--- config.mk ---
export PLATFORM = sky130hd
export DESIGN_NAME = sdram_key_test_gen
export DESIGN_NICKNAME = d
export VERILOG_FILES = /design/src/rtl/sdram_test_pkg.sv /design/src/rtl/sdram_test_chk.sv /design/src/rtl/sdram_key_test_gen.sv
export SDC_FILE = /design/constraint.sdc
export NUM_CORES = 1
export LEC_CHECK = 0
export CAP_MARGIN = 20
export CELL_PAD_IN_SITES_DETAIL_PLACEMENT = 1
export CELL_PAD_IN_SITES_GLOBAL_PLACEMENT = 2
export CORE_MARGIN = 2
export CORE_UTILIZATION = 28
export DETAILED_ROUTE_END_ITERATION = 6
export GPL_ROUTABILITY_DRIVEN = 0
export PLACE_DENSITY = 0.88
export SYNTH_ARGS = -nofsm -noshare
export SYNTH_HDL_FRONTEND = slang
export SYNTH_SLANG_ARGS = --single-unit
--- constraint.sdc ---
create_clock -name clk -period 3.4 [get_ports clk]
set_input_delay 0.51 -clock clk [delete_from_list [all_inputs] [get_ports clk]]
set_output_delay 0.51 -clock clk [all_outputs]
set_load 0.005 [all_outputs]
--- src/rtl/sdram_test_pkg.sv ---
// Shared types and helpers for the SDRAM key-triggered write/readback tester.
package sdram_test_pkg;

  localparam int DATA_W_DEF    = 16;
  localparam int BURST_LEN_DEF = 8;

  typedef enum logic [2:0] {
    ST_IDLE = 3'd0,
    ST_WREQ = 3'd1,
    ST_WDAT = 3'd2,
    ST_RREQ = 3'd3,
    ST_RDAT = 3'd4,
    ST_DONE = 3'd5
  } state_t;

  // Test pattern: start address plus beat index; the caller truncates to DATA_W.
  function automatic logic [63:0] expected_word(input logic [63:0] addr,
                                                input logic [31:0] beat);
    return addr + 64'(beat);
  endfunction

endpackage

--- src/rtl/sdram_test_chk.sv ---
// Readback checker: registered mismatch flag and a saturating mismatch counter.
module sdram_test_chk #(
  parameter int DATA_W    = 16,
  parameter int ERR_CNT_W = 8
) (
  input  logic                 clk,
  input  logic                 rst_n,
  input  logic                 chk_en,
  input  logic [DATA_W-1:0]    act,
  input  logic [DATA_W-1:0]    expected,
  input  logic                 bump,
  output logic                 mis,
  output logic [ERR_CNT_W-1:0] err_cnt
);

  logic hit;

  assign hit = chk_en && (act != expected);

  // NOTE: sequential state uses non-blocking assignments so every flop samples pre-edge values.
  always_ff @(posedge clk or negedge rst_n) begin
    if (!rst_n) begin
      mis     <= 1'b0;
      err_cnt <= '0;
    end else begin
      mis <= hit;
      if ((hit || bump) && (err_cnt != '1))
        err_cnt <= err_cnt + ERR_CNT_W'(1);
    end
  end

endmodule

--- src/rtl/sdram_key_test_gen.sv ---
// One SDRAM write-then-readback burst per debounced key press, with pass/error status.
// Define SDRAM_TEST_TIMEOUT_EN to add a per-state watchdog and a sticky timeout output.
module sdram_key_test_gen
  import sdram_test_pkg::*;
#(
  parameter int DATA_W      = DATA_W_DEF,
  parameter int ADDR_W      = 24,
  parameter int BURST_LEN   = BURST_LEN_DEF,
  parameter int ERR_CNT_W   = 8
`ifdef SDRAM_TEST_TIMEOUT_EN
  ,parameter int TIMEOUT_CYC = 4096
`endif
) (
  input  logic                 clk,
  input  logic                 rst_n,
  input  logic                 key_vld,
  output logic                 wr_req,
  input  logic                 wr_ack,
  output logic [ADDR_W-1:0]    wr_addr,
  output logic [DATA_W-1:0]    wr_data,
  input  logic                 wr_data_en,
  input  logic                 wr_done,
  output logic                 rd_req,
  input  logic                 rd_ack,
  output logic [ADDR_W-1:0]    rd_addr,
  input  logic [DATA_W-1:0]    rd_data,
  input  logic                 rd_data_vld,
  input  logic                 rd_done,
  output logic                 busy,
  output logic                 done,
  output logic                 err,
  output logic [ERR_CNT_W-1:0] err_cnt,
  output logic [15:0]          pass_cnt
`ifdef SDRAM_TEST_TIMEOUT_EN
  ,output logic                timeout
`endif
);

  localparam int BEAT_W = $clog2(BURST_LEN + 1) + 1;
  localparam logic [BEAT_W-1:0] BEAT_FULL = BEAT_W'(BURST_LEN);

  state_t            state, state_nx;
  logic [ADDR_W-1:0] cur_addr;
  logic [BEAT_W-1:0] beat, wr_cnt, rd_cnt;
  logic [DATA_W-1:0] exp_word;
  logic              run_bad;
  logic              mis;
  logic              wd_fire;

  assign exp_word = DATA_W'(expected_word(64'(cur_addr), 32'(beat)));
  assign wr_data  = (state == ST_WDAT) ? exp_word : '0;
  assign wr_addr  = cur_addr;
  assign rd_addr  = cur_addr;
  assign busy     = (state != ST_IDLE);

  // Beat count including any beat consumed in the current cycle.
  assign wr_cnt = beat + BEAT_W'(wr_data_en && (beat < BEAT_FULL));
  assign rd_cnt = beat + BEAT_W'(rd_data_vld && (beat != '1));

`ifdef SDRAM_TEST_TIMEOUT_EN
  localparam int WD_W = $clog2(TIMEOUT_CYC);
  logic [WD_W-1:0] wd;

  assign wd_fire = (state inside {ST_WREQ, ST_WDAT, ST_RREQ, ST_RDAT}) &&
                   (wd == WD_W'(TIMEOUT_CYC - 1));

  always_ff @(posedge clk or negedge rst_n) begin
    if (!rst_n) begin
      wd      <= '0;
      timeout <= 1'b0;
    end else begin
      if ((state_nx != state) || (state == ST_IDLE) || (state == ST_DONE))
        wd <= '0;
      else
        wd <= wd + WD_W'(1);
      if (wd_fire)
        timeout <= 1'b1;
    end
  end
`else
  assign wd_fire = 1'b0;
`endif

  // NOTE: every always_comb output gets a default first so no latch is inferred.
  always_comb begin
    state_nx = state;
    wr_req   = 1'b0;
    rd_req   = 1'b0;
    done     = 1'b0;
    unique case (state)
      ST_IDLE: if (key_vld) state_nx = ST_WREQ;
      ST_WREQ: begin
        wr_req = 1'b1;
        if (wr_ack) state_nx = ST_WDAT;
      end
      ST_WDAT: if (wr_done) state_nx = ST_RREQ;
      ST_RREQ: begin
        rd_req = 1'b1;
        if (rd_ack) state_nx = ST_RDAT;
      end
      ST_RDAT: if (rd_done) state_nx = ST_DONE;
      ST_DONE: begin
        done     = 1'b1;
        state_nx = ST_IDLE;
      end
      default: state_nx = ST_IDLE;
    endcase
    if (wd_fire) state_nx = ST_DONE;
  end

  always_ff @(posedge clk or negedge rst_n) begin
    if (!rst_n) begin
      state    <= ST_IDLE;
      cur_addr <= '0;
      beat     <= '0;
      run_bad  <= 1'b0;
      err      <= 1'b0;
      pass_cnt <= '0;
    end else begin
      state <= state_nx;
      case (state)
        ST_IDLE: if (key_vld) run_bad <= 1'b0;
        ST_WREQ: if (wr_ack) beat <= '0;
        ST_WDAT: begin
          beat <= wr_cnt;
          if (wr_done && (wr_cnt != BEAT_FULL)) begin
            err     <= 1'b1;
            run_bad <= 1'b1;
          end
        end
        ST_RREQ: if (rd_ack) beat <= '0;
        ST_RDAT: begin
          beat <= rd_cnt;
          if (rd_done && (rd_cnt != BEAT_FULL)) begin
            err     <= 1'b1;
            run_bad <= 1'b1;
          end
        end
        ST_DONE: begin
          // The last word's registered mismatch lands in this cycle.
          if (!(run_bad || mis))
            pass_cnt <= pass_cnt + 16'd1;
          cur_addr <= cur_addr + ADDR_W'(BURST_LEN);
        end
        default: ;
      endcase
      if (mis || wd_fire) begin
        err     <= 1'b1;
        run_bad <= 1'b1;
      end
    end
  end

  sdram_test_chk #(
    .DATA_W   (DATA_W),
    .ERR_CNT_W(ERR_CNT_W)
  ) u_chk (
    .clk     (clk),
    .rst_n   (rst_n),
    .chk_en  ((state == ST_RDAT) && rd_data_vld),
    .act     (rd_data),
    .expected(exp_word),
    .bump    (wd_fire),
    .mis     (mis),
    .err_cnt (err_cnt)
  );

endmodule

After elaboration in Yosys (flattened, before gate mapping)
Cells that the tools add are included.
{ "totals": {"reg_bits": 59, "in_bits": 25, "output_inout_bits": 93} }
{ "classes": {"add_sub_neg": 6, "n_lt_le_gt_ge": 1, "eq_ne": 18, "n_mux": 20, "bitwise_logic": 1, "reduce_logical": 18} }
{ "op_table": {"columns": ["op", "n"], "rows": [
  ["$add 24x4->24 const B", 1],
  ["$pmux 5 s4", 1],
  ["$add 16x1->16 const B", 1],
  ["$add 16x5->16", 1],
  ["$mux 16", 1],
  ["$ne 16x16->1", 1],
  ["$mux 3", 5],
  ["$pmux 3 s5", 1],
  ["$add 5x1->5", 2],
  ["$mux 5", 2],
  ["$ne 2x2->1 const B", 5],
  ["$ne 5x4->1 const B", 2],
  ["$add 8x1->8 const B", 1],
  ["$mux 1", 8],
  ["$ne 8x8->1 const B", 1],
  ["$reduce_bool 4->1", 2],
  ["$logic_and 1x1->1", 7],
  ["$eq 3x2->1 const B", 2],
  ["$eq 3x3->1 const B", 2],
  ["$ne 3x2->1 const B", 2],
  ["$reduce_and 3->1", 2],
  ["$reduce_bool 3->1", 2],
  ["$lt 5x4->1 const B", 1],
  ["$ne 5x5->1 const B", 1],
  ["other kinds (10)", 10]
]} }

Logic depth before layout (Yosys ltp)
Gate-level depths: netlist (run 1).
{ "depth": {"depth_word": 8, "depth_mapped": 13, "depth_no_buf": 12} }

Hierarchy
From an unflattened synthesis (run 1), not the netlist that was laid out.
{ "unflattened": {"cells_unflattened": 374, "area_unflattened_um2": 3663.5} }
{ "modules_own_cells": {"columns": ["module", "instances", "cells_per_inst", "area_per_inst_um2", "seq_area_each_um2"], "rows": [
  ["sdram_key_test_gen", 1, 308, 3009.1, 1176.1],
  ["sdram_test_chk", 1, 66, 654.4, 225.2]
]} }

Worst setup path after synthesis (run 1)
No wires, ideal clock.
{ "synth_path": {"kind": "register to register", "from": "reg cur_addr[3], in the netlist rd_addr[3]", "to": "reg u_chk.err_cnt[1]", "setup_ns": 0.125, "arrival_ns": 2.796, "slack_ns": 0.479, "path_stages_with_launch": 11, "synth_period_minus_slack_ns": 2.921, "path_cell_list": "dfrtp_1 ha_1 fa_1 xor2_1 nor3_1 o211ai_1 a2111oi_2 nand4_1 nor4_4 nor3_2 mux2_4"} }
{ "synth_between": {"elab_chain_cells": 4} }
{ "synth_lines": {"columns": ["item", "line_no", "text"], "rows": [
  ["from (decl)", "sdram_key_test_gen.sv:43", "logic [ADDR_W-1:0] cur_addr;"],
  ["from (signal assigned)", "sdram_key_test_gen.sv:143", "cur_addr <= cur_addr + ADDR_W'(BURST_LEN);"],
  ["$add 16x5->16", "sdram_test_pkg.sv:19", "return addr + 64'(beat);"],
  ["$ne 16x16->1", "sdram_test_chk.sv:18", "assign hit = chk_en && (act != expected);"],
  ["$logic_and 1x1->1", "sdram_test_chk.sv:18", null],
  ["$logic_and 1x1->1", "sdram_test_chk.sv:27", "if ((hit || bump) && (err_cnt != '1))"],
  ["to (signal assigned)", "sdram_test_chk.sv:28", "err_cnt <= err_cnt + ERR_CNT_W'(1);"],
  ["to (decl)", "sdram_test_chk.sv:13", "output logic [ERR_CNT_W-1:0] err_cnt"]
]} }
No other way between the ends.
A chain may end at the register's enable or synchronous reset.

Worst setup path in the final report (run 1)
{ "layout_path": {"from": "reg beat[4]", "to": "out wr_data[12]"} }
{ "layout_between": {"elab_chain_cells": 2} }
{ "layout_lines": {"columns": ["item", "line_no", "text"], "rows": [
  ["from (decl)", "sdram_key_test_gen.sv:44", "logic [BEAT_W-1:0] beat, wr_cnt, rd_cnt;"],
  ["from (signal assigned)", "sdram_key_test_gen.sv:125", "beat <= wr_cnt;"],
  ["from (signal assigned)", "sdram_key_test_gen.sv:133", "beat <= rd_cnt;"],
  ["$add 16x5->16", "sdram_test_pkg.sv:19", null],
  ["$mux 16", "sdram_key_test_gen.sv:51", "assign wr_data = (state == ST_WDAT) ? exp_word : '0;"],
  ["to (decl)", "sdram_key_test_gen.sv:20", "output logic [DATA_W-1:0] wr_data,"]
]} }
No other way between the ends.

==> run_results.csv, run 1 <==
group,metric,value,unit
status,status,"finished, final reports clean",
clock_network,root_buffer,"clkbuf_16",
synth,synthCells,394,
drt,wire_per_inst,15.4,um
sta,fin_ws,0.170,ns
drt,wl,10100,um
clock_network,htree_levels,2,
synth,ys_seq_area_frac,0.377,
drt,wl_met1,4520,um
sta,clock_skew,0.00255,ns
synth,post-synth-top-count-cell,"dfrtp_1",
placement,dp.cells,648,
floorplanning,fp.dieH,119,um
drt,drt_iter0_drc,120,
sta,hold_viol,0,
floorplanning,die_w,119,um
worst_setup_path,crit_arrival,2.72,ns
drt,wl_met2,5000,um
floorplanning,rows,42,
global_route,grt_pass1_wl,16500,um
synth,synthTopCellsByArea,"dfrtp_1, xnor2_1, xor2_1",
pwr,p_leak,2.09,nW
floorplanning,dieArea,0.0142,mm2
drt,vias,3115,
drt,dr.pass1.iters,4,
sta,max_freq,310,MHz
finish,drive_gt1_frac,0.0729,
worst_setup_path,path_class,"flip-flop to output port",
finish,synthToLayoutAreaGrowth,33.6,%
pwr,peakVddDrop,0.232,mV
finish,stdcell_area,0.00497,mm2
sta,setup_tns,0,ns
clock_network,clock_latency,0.30,ns
min_path,hold_class,"input port to async pin",
clock_network,cts_buffer_depth,2,
placement,port_buffers,111,
clock_network,cts_sinks,56,
drt,viasPerCell,4.75,
clock_network,clkTransAtPathRegs,0.07,ns
global_route,overflow,0,
synth,postSynthAreaPerCell,9.44,um2
synth,synth_top_area_share,0.377,
worst_setup_path,cpPeakStageDelay,0.51,ns
synth,netlist_area,0.00372,mm2
synth,synth_seq_cells,56,
synth,synth.largest_area_cell,"dfrtp_1",
finish,nets,514,
placement,hpwl,7830,um
drt,post-route-drc-count,0,
worst_setup_path,cp_data_required_time,2.89,ns
worst_setup_path,path_buf_inv,1,
job,maxCapViolCount,0,
sta,period_share,0.950,
floorplanning,core-area,0.0131,mm2
sta,rsz0062_at_grt,"false",
clock_network,cts_tree,"done",
finish,antenna_cells,0,
sta,worstMarginPinSlew,0.918,ns
worst_setup_path,path_cells,"ha_1 > a21o_1 > nand2_1 > or2_2 > xor2_1 > nor2_1 > clkdlybuf4s50_1",
placement,postPlaceCellArea,0.00480,mm2
clock_network,cts_resized,0,
worst_setup_path,worst_setup_path_start_kind,"flip-flop",
synth,yosys-top-cells-count,"dfrtp_1, nand2_1, xnor2_1",
drt,wl_met3,435,um
worst_setup_path,cp-end-kind,"output port",
clock_network,numCtsBuffers,5,
global_route,first_global_vias,3246,
worst_setup_path,worst-path-max-fanout,9,
sta,setup_viol,0,
clock_network,cts-hold-fix-buffers,0,
pwr,p_per_area,460,mW/mm2
placement,pre_cts_ws,0.304,ns
floorplanning,initial_utilization,0.284,
sta,drv_slew,0,
global_route,grt_max_degree,40,
sta,period_minus_slack,3.23,ns
synth,synth_edf_count,0,
synth,async_flop_share,1.00,
finish,fin_cells,656,
synth,yosysUniqueCellTypes,59,
floorplanning,io_pins,118,
worst_setup_path,cpLargestDelayFamily,"simple AND/OR/NAND/NOR gates",
clock_network,cts_setup_buffers,0,
drt,ant_nets,0,
global_route,antenna_found_initial,0,
synth,synth-main-ff-cell,"dfrtp_1",
worst_setup_path,worst_path_max_delay_cell,"clkdlybuf4s50_1",
global_route,grt_use_total,0.144,
drt,routed.top_layer,"met4",
synth,yosysWarnings,0,
sta,relSlewSlack,0.388,
cell type report:
type	count	area [um2]
Fill cell	1480	8120
Multi-Input combinational cell	291	1990
Sequential cell	56	1400
Timing Repair Buffer	118	1160
Tap cell	176	220
Clock buffer	5	125
Clock inverter	3	42.5
Inverter	7	26.3
registers in the layout (all words and copies together) (netlist names):
signal         cells
beat               5
err                1
pass_cnt          16
rd_addr           21
run_bad            1
state              3
u_chk.err_cnt      8
u_chk.mis          1
cell usage in the layout (no fill, tap or decap), drive strengths merged, types with 2 or more instances in the layout:
cell type / Yosys / routed
a21o: 2 / 2
a21oi: 9 / 9
a222oi: 2 / 2
a22oi: 3 / 3
a31oi: 5 / 5
and2: 5 / 5
and2b: 3 / 3
and3: 5 / 5
and4: 3 / 3
buf: 37 / 8
clkbuf: 8 / 5
clkdlybuf4s50: 0 / 110
conb: 1 / 6
dfrtp: 56 / 56
ha: 9 / 9
inv: 7 / 7
mux2: 4 / 4
nand2: 38 / 38
nand2b: 2 / 2
nand3: 21 / 21
nand4: 13 / 13
nor2: 36 / 36
nor2b: 3 / 3
nor3: 14 / 14
nor3b: 2 / 2
nor4: 7 / 7
o21ai: 4 / 4
o22ai: 2 / 2
o31ai: 3 / 3
or2: 2 / 2
or3: 3 / 3
xnor2: 37 / 37
xor2: 34 / 34
cells by family after synthesis:
group           Yosys count  share of synthesized area
xor+xnor                 71                      0.167
compound gates           40                     0.0767
flops                    56                      0.377
mux                       4                     0.0131
fa+ha+maj                10                     0.0357
simple gates            160                      0.238
buf+inv                  52                     0.0919
other cells               1                    0.00101
power breakdown:
part / internal, W / total, W / switching, W
Clock: 0.000347 / 0.000606 / 0.000259
Sequential: 0.000751 / 0.000896 / 0.000146
Combinational: 0.000408 / 0.000781 / 0.000373
Total: 0.00151 / 0.00228 / 0.000778
per-stage QoR:
step | utilization | power (W) | hold WS, ns
final | 0.380 | 0.00228 | 0.339
after global routing | 0.380 | 0.00244 | 0.411
after CTS | 0.380 | 0.00232 | 0.373
after detailed placement | 0.367 | 0.00170 | 0.472
after global placement | 0.367 | 0.00167 | 0.464
after floorplan | - | 0.00133 | 0.214
routing by layer:
metal / vias to the layer above / GRT usage
met5: - / 0
met1: 1547 / 0.177
met2: 70 / 0.253
met4: 0 / 0.0372
li1: 1488 / -
met3: 10 / 0.0335
final timing paths:
check                           cells past startpoint          endpoint  slack (ns)         start
worst max-delay path                                7       wr_data[12]        0.17       beat[4]
worst min-delay path                                1           beat[0]        0.34         rst_n
max in group asynchronous                           2        rd_addr[4]        2.26         rst_n
worst max register to register                     11  u_chk.err_cnt[1]        0.34    rd_addr[3]
worst min register to register                      1      pass_cnt[15]        0.48  pass_cnt[15]
min in group clk                                    1      pass_cnt[15]        0.48  pass_cnt[15]
worst reg2reg max path, stage by stage, from the launching register on:
cell and delay [ns]:
dfrtp_1 0.39, ha_1 0.25, fa_1 0.49, xor2_1 0.18
nor3_1 0.23, o211ai_1 0.14, a2111oi_2 0.29, nand4_1 0.20
nor4_4 0.18, buf_4 0.21, nor3_2 0.08, mux2_4 0.31
(Power assumes the default switching activity.)
==> run 2, diff against run 1 <==
SLEW_MARGIN = 20   (was not set)
SYNTH_HIERARCHICAL = 1   (was not set)
==> run_results.csv, run 2 <==
group,metric,value,unit
finish,antenna_cells,0,
drt,wire_per_inst,15.0,um
synth,async_flop_share,1.00,
finish,nets,506,
min_path,hold_class,"input port to async pin",
worst_setup_path,worst_setup_path_start_kind,"flip-flop",
worst_setup_path,path_cells,"ha_1 > fa_1 > nand3_1 > inv_1 > nand2_1 > xnor2_1 > xnor2_1 > nand4_1 > o41a_2 > o21ai_4 > mux2_2",
clock_network,cts_setup_buffers,0,
drt,dr.pass1.iters,4,
finish,final_cell_mix,"clkdlybuf4s50_1, dfrtp_1, xnor2_1",
worst_setup_path,worst-path-max-fanout,8,
sta,rsz0062_at_grt,"false",
finish,drive_gt1_frac,0.0911,
finish,fin_util,0.391,
clock_network,htree_levels,2,
sta,period_minus_slack,3.20,ns
floorplanning,fp.dieH,118,um
sta,setup_tns,0,ns
finish,final_common_cell,"clkdlybuf4s50_1",
worst_setup_path,cp_data_required_time,3.58,ns
synth,yosysUniqueCellTypes,60,
placement,hpwl,7650,um
synth,synth.largest_area_cell,"dfrtp_1",
sta,hold_viol,0,
synth,synth_seq_cells,56,
clock_network,cts_buffer_depth,2,
floorplanning,io_pins,118,
drt,viasPerCell,4.62,
worst_setup_path,r2r_start,"beat[3]",
synth,synthCells,374,
global_route,first_global_vias,3157,
clock_network,cts_tree,"done",
worst_setup_path,worst_path_max_delay_cell,"o41a_2",
synth,synthTopCellsByArea,"dfrtp_1, xnor2_1, buf_4",
drt,drt_iter0_drc,59,
global_route,grt_pass1_wl,16200,um
synth,ys_seq_area_frac,0.383,
synth,yosys-top-cells-count,"dfrtp_1, xnor2_1, nand2_1",
floorplanning,rows,41,
global_route,overflow,0,
synth,synth_edf_count,0,
global_route,antenna_found_initial,0,
floorplanning,dieArea,0.0140,mm2
drt,post-route-drc-count,0,
drt,vias,2978,
clock_network,cts-hold-fix-buffers,0,
drt,wl,9640,um
worst_setup_path,crit_path_end,"u_chk/err_cnt[1]",
clock_network,root_buffer,"clkbuf_16",
status,status,"finished, final reports clean",
floorplanning,die_w,118,um
sta,drv_slew,0,
sta,relSlewSlack,0.423,
synth,postSynthAreaPerCell,9.80,um2
global_route,grt_use_total,0.140,
worst_setup_path,path_class,"flip-flop to flip-flop",
drt,ant_nets,0,
worst_setup_path,cp-end-kind,"flip-flop",
synth,netlist_area,0.00366,mm2
worst_setup_path,cpPeakStageDelay,0.62,ns
sta,max_freq,312,MHz
worst_setup_path,crit_top_cell,"xnor2_1",
job,maxCapViolCount,0,
sta,clock_skew,0.00593,ns
clock_network,numCtsBuffers,5,
pwr,peakVddDrop,0.247,mV
sta,worstMarginPinSlew,0.866,ns
clock_network,cts_sinks,56,
placement,port_buffers,111,
worst_setup_path,ff2ff_setup_slack,0.20,ns
pwr,p_per_area,493,mW/mm2
pwr,p_leak,2.11,nW
floorplanning,core-area,0.0127,mm2
pwr,power,0.00245,W
sta,setup_viol,0,
worst_setup_path,crit_arrival,3.38,ns
sta,period_share,0.941,
worst_setup_path,crit-reg2reg-capture,"u_chk/err_cnt[1]",
synth,post-synth-top-count-cell,"dfrtp_1",
finish,largest_register_ff_count,21,
clock_network,clock_latency,0.29,ns
worst_setup_path,startpoint,"beat[3]",
synth,yosysWarnings,6,
worst_setup_path,reg2reg_depth,11,
floorplanning,initial_utilization,0.288,
synth,synth-main-ff-cell,"dfrtp_1",
finish,synthToLayoutAreaGrowth,35.6,%
clock_network,cts_resized,0,
clock_network,clkTransAtPathRegs,0.07,ns
global_route,grt_max_degree,38,
synth,synth_top_area_share,0.383,
-- run 2: cell count changes after synthesis, sizes merged, moves of 5 or more --
| cell | before | now |
|---|---|---|
| a31oi | 5 | 0 |
| and2 | 5 | 20 |
| and3 | 5 | 11 |
| clkbuf | 8 | 3 |
| nor2 | 36 | 30 |
| nor3 | 14 | 7 |
| nor4 | 7 | 2 |
| xnor2 | 37 | 47 |
| xor2 | 34 | 19 |
-- run 2: worst min path at each step --
stage,slack (ns),from,to
4_1_cts,0.37,rst_n,rd_addr[10]
6_report,0.33,rst_n,rd_addr[8]
3_5_place_dp,0.48,pass_cnt[14],pass_cnt[14]
3_3_place_gp,0.47,pass_cnt[15],pass_cnt[15]
2_1_floorplan,0.21,rst_n,beat[0]
5_1_grt,0.41,rst_n,rd_addr[9]
-- run 2: area by class of cell --
cell class | count | area (um2)
tap | 172 | 215
sequential | 56 | 1400
clock buffer | 6 | 129
fill | 1479 | 7750
multi-input combinational | 279 | 1980
timing repair buffer | 119 | 1170
clock inverter | 2 | 35.0
inverter | 10 | 37.5
-- run 2: metrics by stage --
stage | setup slack, ns | hold WS [ns] | instances | cell area [um2]
finish | 0.199 | 0.330 | 644 | 4970
global route | 0.0217 | 0.406 | 644 | 4970
CTS | 0.103 | 0.371 | 644 | 4960
detailed placement | 0.110 | 0.483 | 636 | 4800
global placement | 0.293 | 0.472 | 636 | 4800
floorplan | 0.493 | 0.214 | 385 | 3700
-- run 2: power breakdown --
group	switching, W	internal (W)
Combinational	0.000396	0.000526
Clock	0.000230	0.000347
Sequential	0.000181	0.000770
Total	0.000807	0.00164
-- run 2: logic make-up (layout without fill, tap and decap cells) --
family | after synthesis | in the layout | share of synthesized area
fa+ha+maj | 10 | 10 | 0.0362
other cells | 1 | 12 | 0.00102
simple gates | 150 | 150 | 0.228
mux | 8 | 8 | 0.0266
flops | 56 | 56 | 0.383
buf+inv | 50 | 137 | 0.0895
compound gates | 33 | 33 | 0.0765
xor+xnor | 66 | 66 | 0.160
-- run 2: worst max-delay path: cells and delay by family, from the launching register on --
family,cells,cell delay (ns)
compound gates,2,0.85
mux,1,0.36
xor+xnor,2,0.33
fa+ha+maj,2,0.63
buf+inv,1,0.08
simple gates,3,0.36
flops,1,0.47
-- run 2: routing by layer --
| metal | track usage | wire length, um | vias up |
|---|---|---|---|
| met5 | 0 | 0 | - |
| met4 | 0.0260 | 90 | 0 |
| met3 | 0.0290 | 469 | 8 |
| met2 | 0.248 | 4790 | 83 |
| met1 | 0.176 | 4280 | 1471 |
| li1 | - | - | 1416 |
